==> src/rtl/pipeline_pkg.sv <==
// Shared pipeline definitions: EX_WB record, opcodes, state encoding and ALU helper.
package pipeline_pkg;

   localparam logic [0:7] OP_ADD    = 8'h01;
   localparam logic [0:7] OP_SUB    = 8'h29;
   localparam logic [0:7] OP_AND    = 8'h21;
   localparam logic [0:7] OP_OR     = 8'h09;
   localparam logic [0:7] OP_XOR    = 8'h31;
   localparam logic [0:7] OP_ALUIMM = 8'h81;
   localparam logic [0:7] OP_STORE  = 8'h89;
   localparam logic [0:7] OP_LOAD   = 8'h8B;
   localparam logic [0:7] OP_MUL    = 8'hF7;
   localparam logic [0:7] OP_PUSH   = 8'hFF;

   // Record handed from execute to writeback; bit 0 is the MSB of every field.
   typedef struct packed {
      logic [0:63] alu_result;
      logic [0:63] alu_ext_result;
      logic [0:63] pc;
      logic [0:63] regB;
      logic [0:63] disp;
      logic [0:63] imm;
      logic [0:7]  opcode;
      logic [0:3]  regByte;
      logic [0:3]  rmByte;
      logic        sim_end;
   } EX_WB;

   typedef enum logic {EX_IDLE = 1'b0, EX_MUL = 1'b1} ex_state_t;

   // Single-cycle ALU result; unknown opcodes pass regA through.
   function automatic logic [0:63] alu_calc(input logic [0:7]  op,
                                            input logic [0:63] a,
                                            input logic [0:63] b,
                                            input logic [0:63] disp,
                                            input logic [0:63] imm);
      logic [0:63] r;
      case (op)
         OP_ADD:    r = a + b;
         OP_SUB:    r = b - a;
         OP_AND:    r = a & b;
         OP_OR:     r = a | b;
         OP_XOR:    r = a ^ b;
         OP_ALUIMM: r = b + imm;
         OP_STORE:  r = a + disp;
         OP_LOAD:   r = b;
         OP_PUSH:   r = a;
         default:   r = a;
      endcase
      return r;
   endfunction

endpackage

==> src/rtl/mod_mul_seq.sv <==
// 64x64->128 unsigned shift-add multiplier, one iteration per clock.
// done is combinational during the final iteration cycle and product then
// shows the completed result, so the consumer can capture it on that edge.
module mod_mul_seq
   import pipeline_pkg::*;
#(
   parameter int CYCLES = 64
) (
   input  logic         clk,
   input  logic         reset,
   input  logic         start,
   input  logic [0:63]  a,
   input  logic [0:63]  b,
   output logic         done,
   output logic [0:127] product
);

   logic [63:0] a_q;
   logic [63:0] hi_q;
   logic [63:0] lo_q;
   logic [6:0]  cnt_q;
   logic        running_q;
   logic [64:0] sum;
   logic [63:0] hi_n;
   logic [63:0] lo_n;

   // One shift-add step: add multiplicand when the multiplier LSB is set, then shift right.
   always_comb begin
      sum  = {1'b0, hi_q} + (lo_q[0] ? {1'b0, a_q} : 65'd0);
      hi_n = sum[64:1];
      lo_n = {sum[0], lo_q[63:1]};
   end

   assign done    = running_q && (cnt_q == 7'(CYCLES - 1));
   assign product = {hi_n, lo_n};

   // Operand latch on start, then iterate until the final step completes.
   always_ff @(posedge clk or negedge reset) begin
      if (!reset) begin
         a_q       <= '0;
         hi_q      <= '0;
         lo_q      <= '0;
         cnt_q     <= '0;
         running_q <= 1'b0;
      end else if (start) begin
         a_q       <= a;
         hi_q      <= '0;
         lo_q      <= b;
         cnt_q     <= '0;
         running_q <= 1'b1;
      end else if (running_q) begin
         hi_q  <= hi_n;
         lo_q  <= lo_n;
         cnt_q <= cnt_q + 7'd1;
         if (done) running_q <= 1'b0;
      end
   end

endmodule

==> src/rtl/mod_execute.sv <==
// Execute stage: single-entry EX_WB output register fed by a one-cycle ALU
// or by the sequential multiplier.
// Handshake: an instruction transfers on an edge where idex_valid && idex_ready;
// a record transfers to writeback on an edge where can_writeback && exwb_ready.
module mod_execute
   import pipeline_pkg::*;
#(
   parameter int MUL_CYCLES = 64
) (
   input  logic        clk,
   input  logic        reset,
   input  logic        idex_valid,
   output logic        idex_ready,
   input  logic [0:7]  idex_opcode,
   input  logic [0:63] idex_regA,
   input  logic [0:63] idex_regB,
   input  logic [0:63] idex_disp,
   input  logic [0:63] idex_imm,
   input  logic [0:63] idex_pc,
   input  logic [0:3]  idex_regByte,
   input  logic [0:3]  idex_rmByte,
   input  logic        idex_sim_end,
   input  logic        exwb_ready,
   output EX_WB        exwb,
   output logic        can_writeback,
   output logic        busy
);

   ex_state_t    state;
   EX_WB         pend;
   EX_WB         rec;
   logic         accept;
   logic         mul_start;
   logic         mul_done;
   logic [0:127] mul_product;

   assign idex_ready = reset && (state == EX_IDLE) && (!can_writeback || exwb_ready);
   assign accept     = idex_valid && idex_ready;
   assign mul_start  = accept && (idex_opcode == OP_MUL);
   assign busy       = (state == EX_MUL);

   // Record built from the incoming instruction with the single-cycle result.
   always_comb begin
      rec                = '0;
      rec.alu_result     = alu_calc(idex_opcode, idex_regA, idex_regB, idex_disp, idex_imm);
      rec.alu_ext_result = '0;
      rec.pc             = idex_pc;
      rec.regB           = idex_regB;
      rec.disp           = idex_disp;
      rec.imm            = idex_imm;
      rec.opcode         = idex_opcode;
      rec.regByte        = idex_regByte;
      rec.rmByte         = idex_rmByte;
      rec.sim_end        = idex_sim_end;
   end

   mod_mul_seq #(.CYCLES(MUL_CYCLES)) u_mul (
      .clk     (clk),
      .reset   (reset),
      .start   (mul_start),
      .a       (idex_regA),
      .b       (idex_regB),
      .done    (mul_done),
      .product (mul_product)
   );

   // State machine and output slot: load, drain, or park a MUL record until done.
   always_ff @(posedge clk or negedge reset) begin
      if (!reset) begin
         state         <= EX_IDLE;
         can_writeback <= 1'b0;
         exwb          <= '0;
         pend          <= '0;
      end else begin
         case (state)
            EX_IDLE: begin
               if (accept) begin
                  if (idex_opcode == OP_MUL) begin
                     // Slot is empty or draining on this edge; result arrives later.
                     pend          <= rec;
                     state         <= EX_MUL;
                     can_writeback <= 1'b0;
                  end else begin
                     exwb          <= rec;
                     can_writeback <= 1'b1;
                  end
               end else if (can_writeback && exwb_ready) begin
                  can_writeback <= 1'b0;
               end
            end
            EX_MUL: begin
               if (mul_done) begin
                  exwb                <= pend;
                  exwb.alu_result     <= mul_product[64:127];
                  exwb.alu_ext_result <= mul_product[0:63];
                  can_writeback       <= 1'b1;
                  state               <= EX_IDLE;
               end
            end
            default: state <= EX_IDLE;
         endcase
      end
   end

endmodule

==> config.mk <==
export PLATFORM = sky130hd
export DESIGN_NAME = mod_execute
export DESIGN_NICKNAME = d
export VERILOG_FILES = /design/src/rtl/pipeline_pkg.sv /design/src/rtl/mod_mul_seq.sv /design/src/rtl/mod_execute.sv
export SDC_FILE = /design/constraint.sdc
export NUM_CORES = 2
export LEC_CHECK = 0
export CAP_MARGIN = 20
export CORE_MARGIN = 10
export CORE_UTILIZATION = 30
export CTS_CLUSTER_DIAMETER = 80
export CTS_CLUSTER_SIZE = 28
export DETAILED_ROUTE_END_ITERATION = 7
export PLACE_DENSITY_LB_ADDON = 0.2
export REMOVE_ABC_BUFFERS = 1
export SETUP_SLACK_MARGIN = 0.05
export SYNTH_ARGS = -nofsm -noshare
export SYNTH_HDL_FRONTEND = slang
export SYNTH_SLANG_ARGS = --single-unit
export TNS_END_PERCENT = 30
==> constraint.sdc <==
create_clock -name clk -period 3.45 [get_ports clk]
set_clock_uncertainty 0.2 [all_clocks]
set_input_delay 0.5175 -clock clk [delete_from_list [all_inputs] [get_ports clk]]
set_output_delay 0.5175 -clock clk [all_outputs]
set_load 0.03 [all_outputs]
### Word level (Yosys, flattened, before mapping)

Index checks and enable logic that the tools add are counted.

* add/sub/neg operators: 6
* equality and inequality tests: 14
* multiplexer cells: 23
* bitwise operators: 4
* reductions and logical operators: 12

Operators with widths (number)
* $mux W401: 3
* $pmux W401 S2: 1
* $pmux W64 S8: 1
* $mux W64: 5
* $add A64 B64 Y64: 3
* $add A64 B65 Y65: 1
* $and A64 B64 Y64: 1
* $or A64 B64 Y64: 1
* $sub A64 B64 Y64: 1
* $xor A64 B64 Y64: 1
* $eq A8 B8 Y1 const B: 4
* $eq A8 B6 Y1 const B: 3
* $mux W7: 2
* $mux W1: 9
* $eq A8 B1 Y1 const B: 1
* $eq A8 B4 Y1 const B: 1
* $add A7 B1 Y7 const B: 1
* $eq A7 B6 Y1 const B: 1
* $logic_and A1 B1 Y1: 6
* $reduce_and A3 Y1: 2
* $ne A2 B2 Y1 const B: 2
* $pmux W1 S2: 2
* $ne A3 B2 Y1 const B: 1
* $ne A2 B1 Y1 const B: 1
* other kinds (5): 5

* register bits after elaboration: 876
* input port bits: 341
* word-level logic and storage cells: 84

### Logic depth before layout (Yosys ltp)

* depth after elaboration: 6
* mapped depth: 24
* gate-level depth less buffers: 22

### Hierarchy

From an unflattened synthesis, not the netlist that was laid out.

* cell total of the unflattened synthesis: 6543
* area total of the unflattened synthesis: 56304.0 um^2

By module, submodules not included
* mod_execute: times used 1, cells an instance 5085, area each 42712.2 um^2, seq. area each 16916.2 um^2
* mod_mul_seq: times used 1, cells an instance 1458, area each 13591.8 um^2, seq. area each 5004.8 um^2

### Worst setup path after synthesis

OpenSTA, ideal clock, no wires.

* path kind: input-to-reg
* from: input idex_opcode[5] (netlist name)
* to: register exwb[392] (netlist name)
* data arrival time: 5.503 ns
* required time: 3.119 ns
* path slack: -2.383 ns
* cell stages on the path: 19
* path through: or4b_2 or2_2 clkbuf_1 or3_1 clkbuf_1 clkbuf_1 mux2_2 ha_1 clkbuf_1 a21oi_1 nor2b_1 o21ai_0 a2111oi_0 or2_2 a22o_1 a2111oi_0 xnor2_1 a221oi_1 a21oi_1

* word-level cells in the longest chain between the ends: 5
* elaborated cells between the ends (all ways): 15
* classes of those cells: eq/ne: 10; mux: 4; reduce/logical: 1

RTL lines
* start: declaration: RTL line mod_execute.sv:14 `input logic [0:7] idex_opcode,`
* $eq A8 B8 Y1, or another cell as far along: RTL line pipeline_pkg.sv:38 `case (op)`
* $pmux W64 S8: RTL line pipeline_pkg.sv:38
* $mux W401: RTL line mod_execute.sv:78 `if (idex_opcode == OP_MUL) begin`
* $mux W401: RTL line mod_execute.sv:77 `if (accept) begin`
* $pmux W401 S2: RTL line mod_execute.sv:75 `case (state)`
* end signal: assignment: RTL line mod_execute.sv:84 `exwb <= rec;`
* end signal: assignment: RTL line mod_execute.sv:93 `exwb <= pend;`
* end: declaration: RTL line mod_execute.sv:24 `output EX_WB exwb,`

Several ways; a longest one is shown, not always the timed one. The select of a mux whose other input is x is not followed.
A chain may end at the register's enable or synchronous reset.

### Final worst setup path

* from: input idex_regA[47] (netlist name)
* to: register exwb[400] (netlist name)

* word-level cells in the longest chain between the ends: 5
* elaborated cells between the ends (all ways): 7
* classes of those cells: add/sub: 3; mux: 4

RTL lines
* start: declaration: RTL line mod_execute.sv:15 `input logic [0:63] idex_regA,`
* $add A64 B64 Y64, or another cell as far along: RTL line pipeline_pkg.sv:45 `OP_STORE: r = a + disp;`
* $pmux W64 S8 *: RTL line pipeline_pkg.sv:38
* $mux W401 *: RTL line mod_execute.sv:78
* $mux W401 *: RTL line mod_execute.sv:77
* $pmux W401 S2 *: RTL line mod_execute.sv:75

Mark *: on every way between the ends. The rest lies on a longest branch, timed or not. The select of a mux whose other input is x is not followed.

==> results_dict.tcl <==
set metrics [dict create \
    rows 156 \
    die_y_um 446 \
    cts_tree "yes" \
    route.antenna.remaining_nets 0 \
    crit_fanout 4 \
    failed_checks "negative setup slack" \
    path_clk_slew_ns 0.08 \
    finalSetupViolations 101 \
    hold_viol_final 0 \
    total_leakage_power_nw 36.5 \
    dpl.hpwl_mm 198 \
    grt_max_degree 170 \
    crit_required_ns 3.89 \
    synth-async-reset-ratio_pct 100 \
    io_buffers 744 \
    grt_overflow 0 \
    grt.total_usage_pct 24.8 \
    dieArea_sq_um 199000 \
    area_growth_syn_to_layout_pct 51.1 \
    core-area_sq_um 180000 \
    num-fill-cells 17500 \
    clock_path_buffers 3 \
    layout.nets 8792 \
    fmax_mhz 196 \
    synth_flop_cell "dfrtp_1" \
    drtIter0Drc 4217 \
    worstMarginPinSlew_ns 1.12 \
    cts_buffers 69 \
    period_share_pct 148 \
    status "finished with violations" \
    hold_path_class "in2reg" \
    cts-root-buf "clkbuf_16" \
    worst_slack_ns -1.65 \
    postLayoutCoreUtil_pct 45.5 \
    die-width_um 446 \
    maxCapViolCount 0 \
    start_util_pct 30.1 \
    ys.warnings.count 0 \
    synth.distinct_cells 78 \
    period_needed_ns 5.10 \
    place_congestion 0.953 \
    clk_latency_ns 0.74 \
    fin_setup_tns_ns -71.67 \
    grt_pass1_wl_mm 371 \
    maxSlewViolCount 0 \
    route.detailed.drc 0 \
    routedWlPerCell_um 24.4 \
    cts_sinks 876 \
    relSlewSlack_pct 25.4 \
    worstSetupStartpointType "primary input" \
    wl_mm 258 \
    synth-seq-cells 876 \
    grt_antenna_before_repair 76 \
    max-vdd-ir-drop_uv 371 \
    num_vias 54600 \
    vias_per_cell 5.15 \
    rsz0062_at_grt "true" \
    cp-end-kind "flip-flop" \
    cts_htree_levels 3 \
    worstPathArrival_ns 5.55 \
    placed_area_sq_um 73400 \
    avgSynthCellArea_sq_um 8.64 \
    dr.pass1.iters 6 \
    grt_pass1_vias 54300 \
    syn_inst 6290 \
    crit_type "in2reg" \
    io-pin-count 745 \
    drive_gt1_share_pct 27.3 \
    ys_seq_area_share_pct 40.3 \
    design_area_sq_um 82100 \
    synth_area_sq_um 54300 \
    powerDensity_nw_per_um2 430 \
    synth_edf_count 0 \
]
## flip-flops by register name (all words and copies together), names as in the netlist
signal,count
pend,273
exwb,401
u_mul.cnt_q,7
u_mul.hi_q,64
busy,1
can_writeback,1
u_mul.lo_q,64
u_mul.a_q,64
u_mul.running_q,1
## per-layer routing
metal / GRT usage, % / share of wire, %
met4: 12.4 / 5.1
met5: 0 / 0.053
met3: 4.12 / 5.5
met1: 31.4 / 42
met2: 40.7 / 47
## worst max-delay path: stages
cell and delay [ns]:
dlygate4sd2_1 0.24, or4_4 0.55, nand2b_4 0.17, or4_4 0.57, or4_4 0.55, buf_12 0.16
nand2b_4 0.16, buf_6 0.12, nor3_4 0.17, xnor2_1 0.14, o21ai_1 0.08, ha_1 0.33
a21o_1 0.19, a21o_1 0.17, a21oi_2 0.20, o2111ai_2 0.19, o21ai_1 0.18, buf_4 0.14
nor3_2 0.04, or4_1 0.51, a31oi_1 0.16
## final timing paths
kind / cells past startpoint / startpoint / slack (ns) / endpoint
worst max-delay path: 21 / idex_regA[47] / -1.65 / exwb[400]
worst min-delay path: 5 / idex_regA[62] / 0.11 / u_mul.a_q[1]
worst max register to register: 17 / u_mul.lo_q[0] / -0.40 / u_mul.hi_q[61]
worst min register to register: 1 / pend[15] / 0.27 / pend[15]
max in group asynchronous: 4 / reset / 1.28 / pend[31]
min in group asynchronous: 3 / reset / 0.39 / exwb[319]
## cells by family after synthesis
logic type               Yosys count  share of synthesized area (%)
XOR/XNOR                         227                           3.66
adder cells (fa/ha/maj)          339                           7.85
AND/OR/NAND/NOR                 2176                           17.1
AO/OA/AOI/OAI                   1647                           18.5
multiplexers                     460                           8.63
flip-flops                       876                           40.3
buffers and inverters            565                           3.92
## layout by cell type, fill, tap and decap left out, types with 25 or more instances in the layout
cell type / n
nor2_1: 475
clkbuf_16: 72
buf_6: 110
nor3_2: 25
diode_2: 53
and2_1: 69
mux2i_1: 391
ha_1: 267
a22oi_1: 28
clkdlybuf4s50_1: 723
xnor2_2: 36
xor2_1: 41
a21oi_1: 498
o21a_1: 31
nand3_1: 47
o21ai_0: 289
a221oi_1: 32
and3_1: 32
a21o_1: 99
a22o_1: 48
o21ai_1: 90
nand4_1: 66
buf_12: 67
dfrtp_1: 873
mux2_2: 53
o21bai_1: 35
xnor2_1: 123
nand2_1: 1178
ha_4: 59
inv_1: 172
a221oi_2: 31
a21oi_2: 78
buf_4: 1203
o21ai_2: 48
o211ai_1: 56
## what timing repair did
action,in CTS,in global routing
buffers inserted,101,62
resized for setup,774,360
gates cloned,8,1
pin swaps,319,280
hold buffers,6,0
setup endpoints to repair,144,149
endpoints found under the hold margin,54,0
## power by group
part / switching (W) / leakage, nW / internal (W) / total (W)
Clock: 0.00471 / 1.17 / 0.00415 / 0.00886
Combinational: 0.00786 / 24.6 / 0.00633 / 0.0142
Sequential: 0.000814 / 10.7 / 0.0114 / 0.0123
Total: 0.0134 / 36.5 / 0.0219 / 0.0353
## cells in the mapped netlist, drive strengths merged, types with 67 or more instances
| library cell | count | share of area, % |
|---|---|---|
| a21o | 100 | 1.4 |
| mux2i | 393 | 7.2 |
| clkbuf | 372 | 2.6 |
| dfrtp | 876 | 40 |
| ha | 336 | 7.7 |
| and2 | 75 | 0.86 |
| inv | 180 | 1.2 |
| nor2 | 510 | 3.5 |
| nand2 | 1213 | 8.4 |
| a21oi | 597 | 5.5 |
| o21ai | 434 | 4.0 |
| xnor2 | 161 | 2.6 |
| mux2 | 67 | 1.4 |
## area by class of cell
cell class                      instances  area (sq um)  share of cell area [%]
Clock inverter                         51           622                   0.757
Antenna cell                           53           133                   0.162
Timing Repair Buffer                 2133         19300                    23.5
Multi-Input combinational cell       4852         34700                    42.3
Inverter                              180           683                   0.832
Sequential cell                       876         21900                    26.7
Tap cell                             2370          2970                    3.61
Clock buffer                           73          1780                    2.17
## per-stage QoR
step                total power [W]  instances  hold WS (ns)  setup WS, ns
global route                 0.0371      10600         0.101         -1.86
detailed placement           0.0251      10300         0.252         -3.47
CTS                          0.0350      10500        0.0514         -1.64
floorplan                    0.0188       5905        0.0219        -20.85
finish                       0.0353      10600         0.114         -1.65
global placement             0.0250      10300         0.248         -3.55
No activity file was read; power rests on OpenSTA's default activity.
